**config.mk**
```make
export PLATFORM = sky130hd
export DESIGN_NAME = mdu_hilo
export DESIGN_NICKNAME = d
export VERILOG_FILES = /design/src/rtl/mdu_hilo.sv
export SDC_FILE = /design/constraint.sdc
export NUM_CORES = 1
export LEC_CHECK = 0
export CORE_MARGIN = 10
export CORE_UTILIZATION = 30
export DETAILED_ROUTE_END_ITERATION = 8
export PLACE_DENSITY = 0.56
export SETUP_SLACK_MARGIN = 0.05
export SYNTH_ARGS = -nofsm -noshare
export SYNTH_HDL_FRONTEND = slang
export SYNTH_SLANG_ARGS = --single-unit
export TNS_END_PERCENT = 30
```
**constraint.sdc**
```tcl
create_clock -name CLK -period 4 [get_ports CLK]
set_clock_uncertainty 0.05 [all_clocks]
set_input_delay 0.6 -clock CLK [delete_from_list [all_inputs] [get_ports CLK]]
set_output_delay 0.6 -clock CLK [all_outputs]
set_load 0.03 [all_outputs]
```
**src/rtl/mdu_hilo.sv**
```systemverilog
// mdu_hilo : iterative multiply/divide unit with architectural HI/LO.
//
// Ports
//   CLK, RST        clock, synchronous active-high reset
//   Ins, En         instruction word and its valid/advance strobe
//   Rdata1, Rdata2  rs / rt operands
//   MdResult        HI on MFHI, LO on MFLO, otherwise 0 (combinational)
//   Stall           hold the pipeline: busy and an MDU instruction is present
//   Busy, Done      iteration in progress / one-cycle completion pulse
//   HI, LO          architectural result registers
//
// Build option: define FAST_MULT_EN for a single-cycle MULT/MULTU
// (IDLE -> FIX -> DONE); division stays iterative either way.
//
// state | meaning
// IDLE  | waiting for a mul/div; MTHI/MTLO are written here
// MUL   | shift-add, one multiplier bit per cycle
// DIV   | restoring division, one quotient bit per cycle
// FIX   | sign correction and HI/LO write
// DONE  | Done pulse; accepts a new op exactly like IDLE
module mdu_hilo #(
   parameter int               WIDTH   = 32,
   parameter logic [WIDTH-1:0] DIV0_LO = '1
) (
   input  logic             CLK,
   input  logic             RST,
   input  logic [31:0]      Ins,
   input  logic             En,
   input  logic [WIDTH-1:0] Rdata1,
   input  logic [WIDTH-1:0] Rdata2,
   output logic [WIDTH-1:0] MdResult,
   output logic             Stall,
   output logic             Busy,
   output logic             Done,
   output logic [WIDTH-1:0] HI,
   output logic [WIDTH-1:0] LO
);
   localparam int CNT_W = (WIDTH > 1) ? $clog2(WIDTH) : 1;
   localparam logic [CNT_W-1:0] CNT_LAST = CNT_W'(WIDTH - 1);

   typedef enum logic [2:0] {S_IDLE, S_MUL, S_DIV, S_FIX, S_DONE} state_t;

   state_t             r_state, w_next;
   logic [2*WIDTH-1:0] r_acc;
   logic [WIDTH-1:0]   r_a, r_raw1, r_hi, r_lo;
   logic [CNT_W-1:0]   r_cnt;
   logic               r_is_div, r_neg_q, r_neg_r, r_div0, r_busy, r_done;

   logic [5:0]         w_funct;
   logic               w_rtype, w_mfhi, w_mthi, w_mflo, w_mtlo, w_mul, w_div;
   logic               w_signed, w_accept, w_unused;
   logic [WIDTH-1:0]   w_mag1, w_mag2;
   logic [WIDTH:0]     w_mul_sum, w_rem_sh, w_rem_diff;
   logic [2*WIDTH-1:0] w_mul_step, w_div_step, w_prod_fix;
   logic [WIDTH-1:0]   w_fix_hi, w_fix_lo;

   assign w_unused = ^Ins[25:6];

   assign w_rtype  = En && (Ins[31:26] == 6'd0);
   assign w_funct  = Ins[5:0];
   assign w_mfhi   = w_rtype && (w_funct == 6'h10);
   assign w_mthi   = w_rtype && (w_funct == 6'h11);
   assign w_mflo   = w_rtype && (w_funct == 6'h12);
   assign w_mtlo   = w_rtype && (w_funct == 6'h13);
   assign w_mul    = w_rtype && ((w_funct == 6'h18) || (w_funct == 6'h19));
   assign w_div    = w_rtype && ((w_funct == 6'h1A) || (w_funct == 6'h1B));
   // MULT/DIV have funct[0]=0, the unsigned forms funct[0]=1
   assign w_signed = ~w_funct[0];

   assign w_accept = ((r_state == S_IDLE) || (r_state == S_DONE)) && (w_mul || w_div);

   assign w_mag1 = (w_signed && Rdata1[WIDTH-1]) ? -Rdata1 : Rdata1;
   assign w_mag2 = (w_signed && Rdata2[WIDTH-1]) ? -Rdata2 : Rdata2;

   // Multiply: acc = {partial product, remaining multiplier bits}
   assign w_mul_sum  = {1'b0, r_acc[2*WIDTH-1:WIDTH]} + (r_acc[0] ? {1'b0, r_a} : '0);
   assign w_mul_step = {w_mul_sum, r_acc[WIDTH-1:1]};

   // Divide: acc = {remainder, dividend bits shifting into quotient bits}.
   // Bit WIDTH of the difference is the borrow: set means "restore".
   assign w_rem_sh   = {r_acc[2*WIDTH-1:WIDTH], r_acc[WIDTH-1]};
   assign w_rem_diff = w_rem_sh - {1'b0, r_a};
   assign w_div_step = w_rem_diff[WIDTH] ?
                       {w_rem_sh[WIDTH-1:0], r_acc[WIDTH-2:0], 1'b0} :
                       {w_rem_diff[WIDTH-1:0], r_acc[WIDTH-2:0], 1'b1};

   assign w_prod_fix = r_neg_q ? -r_acc : r_acc;

   always_comb begin
      w_fix_hi = w_prod_fix[2*WIDTH-1:WIDTH];
      w_fix_lo = w_prod_fix[WIDTH-1:0];
      if (r_is_div) begin
         if (r_div0) begin
            w_fix_hi = r_raw1;
            w_fix_lo = DIV0_LO;
         end else begin
            w_fix_hi = r_neg_r ? -r_acc[2*WIDTH-1:WIDTH] : r_acc[2*WIDTH-1:WIDTH];
            w_fix_lo = r_neg_q ? -r_acc[WIDTH-1:0] : r_acc[WIDTH-1:0];
         end
      end
   end

`ifdef FAST_MULT_EN
   logic [2*WIDTH-1:0] w_fast_prod;
   assign w_fast_prod = {{WIDTH{1'b0}}, w_mag1} * {{WIDTH{1'b0}}, w_mag2};
`endif

   always_comb begin
      w_next = r_state;
      case (r_state)
         S_IDLE, S_DONE: begin
            if (r_state == S_DONE) w_next = S_IDLE;
            if (w_accept) begin
`ifdef FAST_MULT_EN
               w_next = w_div ? S_DIV : S_FIX;
`else
               w_next = w_div ? S_DIV : S_MUL;
`endif
            end
         end
         S_MUL, S_DIV: if (r_cnt == CNT_LAST) w_next = S_FIX;
         S_FIX:        w_next = S_DONE;
         default:      w_next = S_IDLE;
      endcase
   end

   always_ff @(posedge CLK) begin
      if (RST) r_state <= S_IDLE;
      else     r_state <= w_next;
   end

   always_ff @(posedge CLK) begin
      if (RST) begin
         r_acc    <= '0;
         r_a      <= '0;
         r_raw1   <= '0;
         r_cnt    <= '0;
         r_is_div <= 1'b0;
         r_neg_q  <= 1'b0;
         r_neg_r  <= 1'b0;
         r_div0   <= 1'b0;
         r_busy   <= 1'b0;
         r_done   <= 1'b0;
         r_hi     <= '0;
         r_lo     <= '0;
      end else begin
         r_done <= 1'b0;
         case (r_state)
            S_IDLE, S_DONE: begin
               if (w_accept) begin
                  r_busy   <= 1'b1;
                  r_cnt    <= '0;
                  r_is_div <= w_div;
                  r_raw1   <= Rdata1;
                  r_div0   <= (Rdata2 == '0);
                  r_neg_q  <= w_signed && (Rdata1[WIDTH-1] ^ Rdata2[WIDTH-1]);
                  r_neg_r  <= w_signed && Rdata1[WIDTH-1];
                  r_a      <= w_div ? w_mag2 : w_mag1;
`ifdef FAST_MULT_EN
                  r_acc    <= w_div ? {{WIDTH{1'b0}}, w_mag1} : w_fast_prod;
`else
                  r_acc    <= {{WIDTH{1'b0}}, w_div ? w_mag1 : w_mag2};
`endif
               end else begin
                  if (w_mthi) r_hi <= Rdata1;
                  if (w_mtlo) r_lo <= Rdata1;
               end
            end
            S_MUL: begin
               r_acc <= w_mul_step;
               r_cnt <= r_cnt + 1'b1;
            end
            S_DIV: begin
               r_acc <= w_div_step;
               r_cnt <= r_cnt + 1'b1;
            end
            S_FIX: begin
               r_hi   <= w_fix_hi;
               r_lo   <= w_fix_lo;
               r_busy <= 1'b0;
               r_done <= 1'b1;
            end
            default: ;
         endcase
      end
   end

   assign HI    = r_hi;
   assign LO    = r_lo;
   assign Busy  = r_busy;
   assign Done  = r_done;
   assign Stall = r_busy && (w_mfhi || w_mthi || w_mflo || w_mtlo || w_mul || w_div);

   always_comb begin
      MdResult = '0;
      if (w_mfhi)      MdResult = r_hi;
      else if (w_mflo) MdResult = r_lo;
   end
endmodule
```
==> results of run 1 <==
-- timing repair --
action	in CTS	in global routing
resized for setup	0	4
endpoints found under the setup margin	0	5
endpoints found under the hold margin	0	0
hold buffers	0	0
-- logic make-up (layout without fill, tap and decap cells) --
logic type | after synthesis | after routing | share of synthesized area
buf+inv | 273 | 436 | 0.0689
simple gates | 803 | 803 | 0.211
mux | 100 | 100 | 0.0588
xor+xnor | 199 | 199 | 0.100
compound gates | 736 | 736 | 0.272
fa+ha+maj | 72 | 72 | 0.0526
flops | 206 | 206 | 0.237
other cells | 0 | 1 | 0
-- layout make-up --
cell class / count / share of cell area
Sequential cell: 206 / 0.194
Clock inverter: 9 / 0.00760
Tap cell: 765 / 0.0450
Timing Repair Buffer: 330 / 0.136
Multi-Input combinational cell: 1910 / 0.572
Inverter: 63 / 0.0113
Antenna cell: 1 / 0.000118
Clock buffer: 34 / 0.0334
-- metrics by stage --
step | hold WS (ps) | setup slack [ps] | instances
global route | 422 | 12.8 | 3317
finish | 387 | 159 | 3318
CTS | 398 | 134 | 3317
floorplan | 381 | 571 | 2389
detailed placement | 394 | 115 | 3274
global placement | 389 | 178 | 3274
-- layout by cell type (no fill, tap or decap), drive strengths merged, types with 50 or more instances in the layout --
master and count:
nand2 300, a21oi 249, nor2 238, dfxtp 206, buf 187, clkdlybuf4s50 143, o21ai 137, xnor2 133
mux2i 82, ha 70, xor2 66, inv 60, a211oi 57, nor3 50
-- synthesized netlist by cell type (5+ instances only) --
cell type / count
or4_1: 10
a221o_1: 7
nor3_1: 50
buf_1: 17
a221oi_1: 25
nand2_1: 299
o21ai_0: 136
o31ai_1: 28
a2111oi_0: 5
buf_6: 9
nor3b_1: 6
ha_1: 70
o221ai_1: 31
dfxtp_1: 206
nand2b_1: 21
xnor2_1: 133
and3_1: 17
xor2_1: 66
a31oi_1: 25
a211oi_1: 57
or2_2: 10
nor4_1: 19
o21a_1: 6
clkbuf_1: 170
a21oi_1: 249
o21bai_1: 6
nor2_1: 238
a21o_1: 26
mux2_2: 18
nor2b_1: 24
nand3b_1: 9
inv_1: 60
o22ai_1: 7
o41ai_1: 19
a22oi_1: 20
nand3_1: 36
o211ai_1: 35
mux2i_1: 82
clkbuf_8: 6
or3_1: 14
nand4_1: 16
a222oi_1: 17
and2_1: 8
-- state kept, by name, summed over array words and instances, names as in the netlist, 3 cells and up --
name,count
r_cnt,5
r_raw1,32
HI,32
LO,32
r_a,32
r_state,3
r_acc,64
-- routing by layer --
metal  vias to the layer above  GRT usage  wire (um)  part of all wire
met5                         -          0          0                 0
met4                         0     0.0677       2450             0.033
met3                       120     0.0399       6560             0.088
met2                       790      0.315      32300              0.43
met1                      9038      0.286      33200              0.45
li1                       8928          -          -                 -
-- where the power goes --
part / switching, uW / internal (uW) / total [uW]
Sequential: 1.12 / 2050 / 2050
Combinational: 303 / 183 / 487
Clock: 1010 / 1500 / 2510
-- worst max-delay path by stage --
stage	startpoint	to	slack, ps
finish	r_acc[0]	r_acc[60]	160
global route	r_acc[0]	r_acc[59]	10
CTS	r_acc[0]	r_acc[56]	130
detailed placement	Rdata2[8]	r_a[21]	120
global placement	Rdata2[8]	r_a[25]	180
floorplan	r_acc[32]	HI[28]	570
==> results_dict.tcl, run 1 <==
set metrics [dict create \
    outcome "completed" \
    antenna_found_initial 2 \
    regArea_um2 4130 \
    worstSetupEndpointType "flip-flop" \
    fillers 6060 \
    finalSetupTns_ps 0 \
    syn2layout_area_growth_pct 22.0 \
    die_w_um 261 \
    final_antenna_net_count 0 \
    critPathKind "reg2reg" \
    num_rows 88 \
    multi_input_area_um2 12200 \
    grt_overflow_total 0 \
    cpPeakStageDelay_ps 490 \
    dr.pass1.iters 6 \
    postLayoutCoreUtil 0.369 \
    drive_above_1_share 0.113 \
    worst_pin_slew_ps 916 \
    design_area_um2 21300 \
    crit_buf_inv 3 \
    dpl.hpwl_um 57700 \
    async_reset_ff_frac 0 \
    hold_path_end "LO[3]" \
    yosysWarnings 0 \
    track_usage 0.206 \
    routedWlPerCell_um 22.5 \
    clk_pin_slew_ps 60 \
    slew-limit-headroom 0.390 \
    gp_congestion 0.988 \
    cp_common_cell "a21oi_1" \
    die_area_um2 68100 \
    r2r-end "r_acc[60]" \
    h-tree-depth 1 \
    period_minus_slack_ps 3840 \
    num_vias 18900 \
    arrival_ps 4230 \
    clk_path_buf_depth 3 \
    path_max_fanout 8 \
    ir_drop_v 0.000241 \
    path_cells "clkinvlp_4, buf_4, nor2_1, ha_1, a21oi_1, o211ai_1, nand2_1, o41ai_1, buf_4, a21oi_1, a21boi_0, a2111oi_0, a211oi_1, a21oi_1" \
    cap_violations 0 \
    netlist_instances 2389 \
    numCtsBuffers 25 \
    synth-main-ff-cell "dfxtp_1" \
    hp-class "in2reg" \
    cts-root-buf "clkbuf_16" \
    final-hold-violation-count 0 \
    setup_viol 0 \
    wirelength_um 74600 \
    holdCritStartpoint "RST" \
    grt_pass1_vias 17700 \
    drc 0 \
    rrSetupSlack_ps 160 \
    syn_area_per_cell_um2 7.29 \
    synth_top_area_cell "dfxtp_1" \
    p_leak_uw 0.00821 \
    drtIter0Drc 1976 \
    vias_per_cell 5.69 \
    clk-insertion-delay-late_ps 570 \
    start_util 0.302 \
    synth_seq_cells 206 \
    synth_cell_type_count 87 \
    crit_family "compound AO/OA/AOI/OAI gates" \
    post_dp_cell_area_um2 20400 \
    slew_violations 0 \
    p_per_area_nw_per_um2 238 \
    cts_tree "done" \
    min_delay_path_depth 2 \
    yosysSeqAreaShare 0.237 \
    die_y_um 261 \
    worstPathRequired_ps 4390 \
    synth_edf_count 0 \
    synth_largest_type_area_fraction 0.237 \
    fin_nets 2707 \
    max_freq_ghz 0.260 \
    grt_pass1_wl_um 110000 \
    io_buffers 177 \
    syn-num-nets 2560 \
    crit_path_start_kind "flip-flop" \
    coreArea_um2 57600 \
    crit_cells 14 \
    synth_area_leaders "dfxtp_1 (24%), a21oi_1 (7.2%), xnor2_1 (6.7%)" \
    rsz0062_at_grt "true" \
    grt_max_degree 79 \
    power_uw 5050 \
    ios 198 \
    reg2reg_from "r_acc[0]" \
    slowest_stage "dfxtp_1" \
    syn_area_um2 17400 \
    cts.repair_timing.setup_buffer_count 0 \
    min_period_over_period 0.960 \
    cts.sinks 206 \
    worstRegToRegCells 14 \
]
Note: power is estimated with default switching activity, not from simulation.
==> inputs of run 2 (changes only) <==
--- a/config.mk
+++ b/config.mk
@@ -9,6 +9,7 @@
 export CORE_UTILIZATION = 30
 export DETAILED_ROUTE_END_ITERATION = 8
 export PLACE_DENSITY = 0.56
+export REMOVE_ABC_BUFFERS = 1
 export SETUP_SLACK_MARGIN = 0.05
 export SYNTH_ARGS = -nofsm -noshare
 export SYNTH_HDL_FRONTEND = slang
==> results_dict.tcl, run 2 (synthesized netlist as in run 1, its figures left out) <==
set metrics [dict create \
    slew-limit-headroom 0.151 \
    path_max_fanout 8 \
    r2r-end "r_acc[38]" \
    die_w_um 261 \
    hold_path_end "r_a[13]" \
    slowest_stage "fa_1" \
    antenna_found_initial 0 \
    p_per_area_nw_per_um2 227 \
    crit_family "compound AO/OA/AOI/OAI gates" \
    vias_per_cell 5.69 \
    routed.top_layer "met4" \
    wirelength_um 72300 \
    slew_violations 0 \
    fin_nets 2710 \
    drive_above_1_share 0.113 \
    largest_reg_flops 64 \
    final_antenna_net_count 0 \
    num_vias 18900 \
    final-hold-violation-count 0 \
    dr_wl_met2_um 31900 \
    dpl.hpwl_um 53900 \
    ir_drop_v 0.000298 \
    critPathKind "reg2reg" \
    whs_ps 405 \
    setup_viol 0 \
    track_usage 0.200 \
    worstSetupEndpointType "flip-flop" \
    period_minus_slack_ps 3730 \
    holdCritStartpoint "r_a[13]" \
    antenna_cells 0 \
    rsz0062_at_grt "true" \
    met1_length_um 32400 \
    max_freq_ghz 0.268 \
    worstPathRequired_ps 4350 \
    h-tree-depth 1 \
    p_leak_uw 0.00823 \
    cts_hold_buf 0 \
    grt_pass1_vias 17700 \
    crit_buf_inv 4 \
    die_area_um2 68100 \
    cts.sinks 206 \
    num_rows 88 \
    worst_pin_slew_ps 1270 \
    crit_path_start_kind "flip-flop" \
    clk-insertion-delay-late_ps 560 \
    cts_tree "done" \
    worstRegToRegCells 15 \
    path_cells "inv_1, ha_1, fa_1, nor2b_1, o2111ai_1, a21oi_1, buf_4, nor2_1, o211ai_1, buf_4, xor2_2, buf_4, mux2_2, a222oi_1, nor2_1" \
    hp-class "reg2reg" \
    power_uw 4830 \
    routedWlPerCell_um 21.8 \
    rrSetupSlack_ps 270 \
    cp_common_cell "buf_4" \
    grt_max_degree 199 \
    final_cell_mix "nand2_1 (299), a21oi_1 (248), nor2_1 (236), dfxtp_1 (203), buf_4 (183)" \
    die_y_um 261 \
    start_util 0.302 \
    ios 198 \
    regMostFlops "r_acc" \
    cts-root-buf "clkbuf_16" \
    mostFrequentLayoutCell "nand2_1" \
    cpPeakStageDelay_ps 420 \
    cts.repair_timing.setup_buffer_count 0 \
    gp_congestion 0.972 \
    clk_pin_slew_ps 60 \
    outcome "completed" \
    arrival_ps 4080 \
    drtIter0Drc 2014 \
    io_buffers 177 \
    drc 0 \
    clk_path_buf_depth 3 \
    grt_pass1_wl_um 108000 \
    grt_overflow_total 0 \
    coreArea_um2 57600 \
    numCtsBuffers 24 \
    cap_violations 0 \
    dr.pass1.iters 6 \
    dr_wl_met3_um 5900 \
    min_period_over_period 0.932 \
    syn2layout_area_growth_pct 22.0 \
    min_delay_path_depth 2 \
    reg2reg_from "r_acc[31]" \
]
[run 2: cell count changes in the layout (fill, tap and decap cells not counted), sizes merged]
cell / before / now
buf: 187 / 191
bufinv: 4 / 2
clkbuf: 34 / 37
clkinv: 5 / 6
clkinvlp: 3 / 0
diode: 1 / 0
[run 2: repair_timing]
item / in CTS / in global routing
gates resized for setup: 0 / 1
endpoints found under the setup margin: 0 / 8
hold endpoints to repair: 0 / 0
[run 2: worst min-delay path, delay by kind of cell (launching register included)]
kind               cells  cell delay, ps
AOI/OAI and AO/OA      1              50
and+or+nand+nor        1              50
DFF                    1             310
[run 2: how the worst max path moves through the flow]
stage,startpoint,endpoint,slack [ps],cells past startpoint
after floorplan,r_state[0],r_cnt[2],-950,7
after global placement,Rdata2[8],r_acc[28],70,12
after detailed placement,Rdata2[8],r_acc[28],80,12
after CTS,r_acc[31],r_acc[61],260,16
after global routing,r_acc[31],r_acc[58],9,16
final,r_acc[31],r_acc[38],270,15
[run 2: layout make-up]
cell class | instances | area, um2
well taps | 765 | 957
flip-flops and latches | 206 | 4130
fillers | 6135 | 36300
inverters | 63 | 236
repair buffers | 334 | 2960
clock buffers | 37 | 731
multi-input cells | 1910 | 12200
clock inverters | 5 | 75.1
[run 2: where the power goes]
part           switching, uW  total [uW]  internal (uW)
logic                    262         443            181
clock network            960        2340           1380
registers               1.10        2050           2050
total                   1220        4830           3610
[run 2: per-layer routing]
| metal | up-vias | GRT usage |
|---|---|---|
| li1 | 8881 | - |
| met1 | 9130 | 0.274 |
| met2 | 796 | 0.316 |
| met3 | 95 | 0.0375 |
| met4 | 0 | 0.0572 |
| met5 | - | 0 |
[run 2: per-stage QoR]
| step | worst slack [ps] | utilization | setup TNS (ps) | std cells | cell area [um2] |
|---|---|---|---|---|---|
| after CTS | 260 | 0.369 | 0 | 3320 | 21200 |
| after global routing | 8.65 | 0.369 | 0 | 3320 | 21300 |
| after floorplan | -945 | - | -42570 | 2179 | 16500 |
| after detailed placement | 82.3 | 0.355 | 0 | 3278 | 20400 |
| final | 271 | 0.369 | 0 | 3320 | 21300 |
| after global placement | 69.3 | 0.355 | 0 | 3278 | 20400 |
==> inputs of run 3 (changes only) <==
--- a/config.mk
+++ b/config.mk
@@ -7,10 +7,12 @@
 export LEC_CHECK = 0
 export CORE_MARGIN = 10
 export CORE_UTILIZATION = 30
+export CTS_BUF_LIST = sky130_fd_sc_hd__clkbuf_4 sky130_fd_sc_hd__clkbuf_8 sky130_fd_sc_hd__clkbuf_16
 export DETAILED_ROUTE_END_ITERATION = 8
 export PLACE_DENSITY = 0.56
 export REMOVE_ABC_BUFFERS = 1
 export SETUP_SLACK_MARGIN = 0.05
+export SKIP_LAST_GASP = 1
 export SYNTH_ARGS = -nofsm -noshare
 export SYNTH_HDL_FRONTEND = slang
 export SYNTH_SLANG_ARGS = --single-unit
==> results_dict.tcl, run 3 (synthesized netlist as in run 1, its figures left out) <==
set metrics [dict create \
    grt_pass1_wl_um 108000 \
    p_sw_frac 0.251 \
    grt_max_degree 199 \
    layout_setup_ws_ps 261 \
    antenna_cells 0 \
    ir_drop_v 0.000296 \
    fillers 6128 \
    die_area_um2 68100 \
    h-tree-depth 1 \
    rsz0062_at_grt "true" \
    cts-root-buf "clkbuf_16" \
    gp_congestion 0.972 \
    power_uw 4870 \
    start_util 0.302 \
    setup_viol 0 \
    die_y_um 261 \
    mostFrequentLayoutCell "nand2_1" \
    min_period_over_period 0.935 \
    whs_ps 405 \
    p_per_area_nw_per_um2 229 \
    final_antenna_net_count 0 \
    crit_path_start_kind "flip-flop" \
    io_buffers 177 \
    seqPwrFrac 0.421 \
    period_minus_slack_ps 3740 \
    worst_pin_slew_ps 1270 \
    cts-resized-gates 0 \
    max_freq_ghz 0.267 \
    placed_cells 3278 \
    num_vias 18900 \
    final-hold-violation-count 0 \
    pre_cts_ws_ps 82.3 \
    cts.sinks 206 \
    outcome "completed" \
    routedWlPerCell_um 21.8 \
    clk-insertion-delay-late_ps 550 \
    drive_above_1_share 0.115 \
    worstPathRequired_ps 4350 \
    drc 0 \
    die_w_um 261 \
    final_cell_mix "nand2_1 (299), a21oi_1 (248), nor2_1 (236), dfxtp_1 (203), buf_4 (183)" \
    dr.pass1.iters 6 \
    antenna_found_initial 0 \
    syn2layout_area_growth_pct 22.2 \
    cts.repair_timing.setup_buffer_count 0 \
    dpl.hpwl_um 53900 \
    stdcell_count 3320 \
    grt_pass1_vias 17700 \
    wirelength_um 72200 \
    pwr-share-clk 0.488 \
    pwr-share-comb 0.091 \
    numCtsBuffers 24 \
    clk_pin_slew_ps 60 \
    internal_power_uw 3650 \
    arrival_ps 4090 \
    slew-limit-headroom 0.156 \
    track_usage 0.200 \
    p_sw_uw 1220 \
    drtIter0Drc 2059 \
    cap_violations 0 \
    regMostFlops "r_acc" \
    ios 198 \
    hp-class "reg2reg" \
    critPathKind "reg2reg" \
    multi_input_area_um2 12200 \
    cts_tree "done" \
    largest_reg_flops 64 \
    num_rows 88 \
    regArea_um2 4130 \
    path_max_fanout 8 \
    coreArea_um2 57600 \
    vias_per_cell 5.69 \
    cts_hold_buf 0 \
    fin_nets 2710 \
    worstSetupEndpointType "flip-flop" \
    grt_overflow_total 0 \
    clk_path_buf_depth 3 \
    p_leak_uw 0.00825 \
    slew_violations 0 \
]
[run 3: power by group through the flow]
stage	combinational [uW]	sequential (uW)	clock [uW]
2_1_floorplan	161	2100	0
3_3_place_gp	434	2100	0
3_5_place_dp	436	2100	0
4_1_cts	439	2050	2400
5_1_grt	472	2050	2480
6_report	443	2050	2380
[run 3: area by class of cell]
cell class	count	area share
repair buffers	334	0.139
clock buffers	37	0.0354
well taps	765	0.0450
clock inverters	5	0.00353
multi-input cells	1910	0.572
inverters	63	0.0111
flip-flops and latches	206	0.194
[run 3: per-stage QoR]
stage	TNS (ps)	util	area, um2
2_1_floorplan	-42570	-	16500
3_3_place_gp	0	0.355	20400
3_5_place_dp	0	0.355	20400
4_1_cts	0	0.369	21300
5_1_grt	0	0.370	21300
6_report	0	0.370	21300
[run 3: routing by layer]
layer,part of all wire,GRT usage
met4,0.028,0.0572
met2,0.44,0.316
met1,0.45,0.274
met3,0.084,0.0375
met5,0,0
[run 3: critical path: stages, from the launching register on]
cell and delay (ps):
dfxtp_1 330, inv_1 120, ha_1 270, fa_1 420
nor2b_1 180, o2111ai_1 220, a21oi_1 220, buf_4 150
nor2_1 70, o211ai_1 190, buf_4 160, xor2_2 240
buf_4 240, mux2_2 350, a222oi_1 300, nor2_1 70
[run 3: path summary, 6_finish.rpt]
kind              startpoint        end  slack, ps  cells after the start
setup / recovery   r_acc[31]  r_acc[35]        260                     15
hold / removal       r_a[13]    r_a[13]        410                      2
setup reg to reg   r_acc[31]  r_acc[35]        260                     15
hold reg to reg      r_a[13]    r_a[13]        410                      2
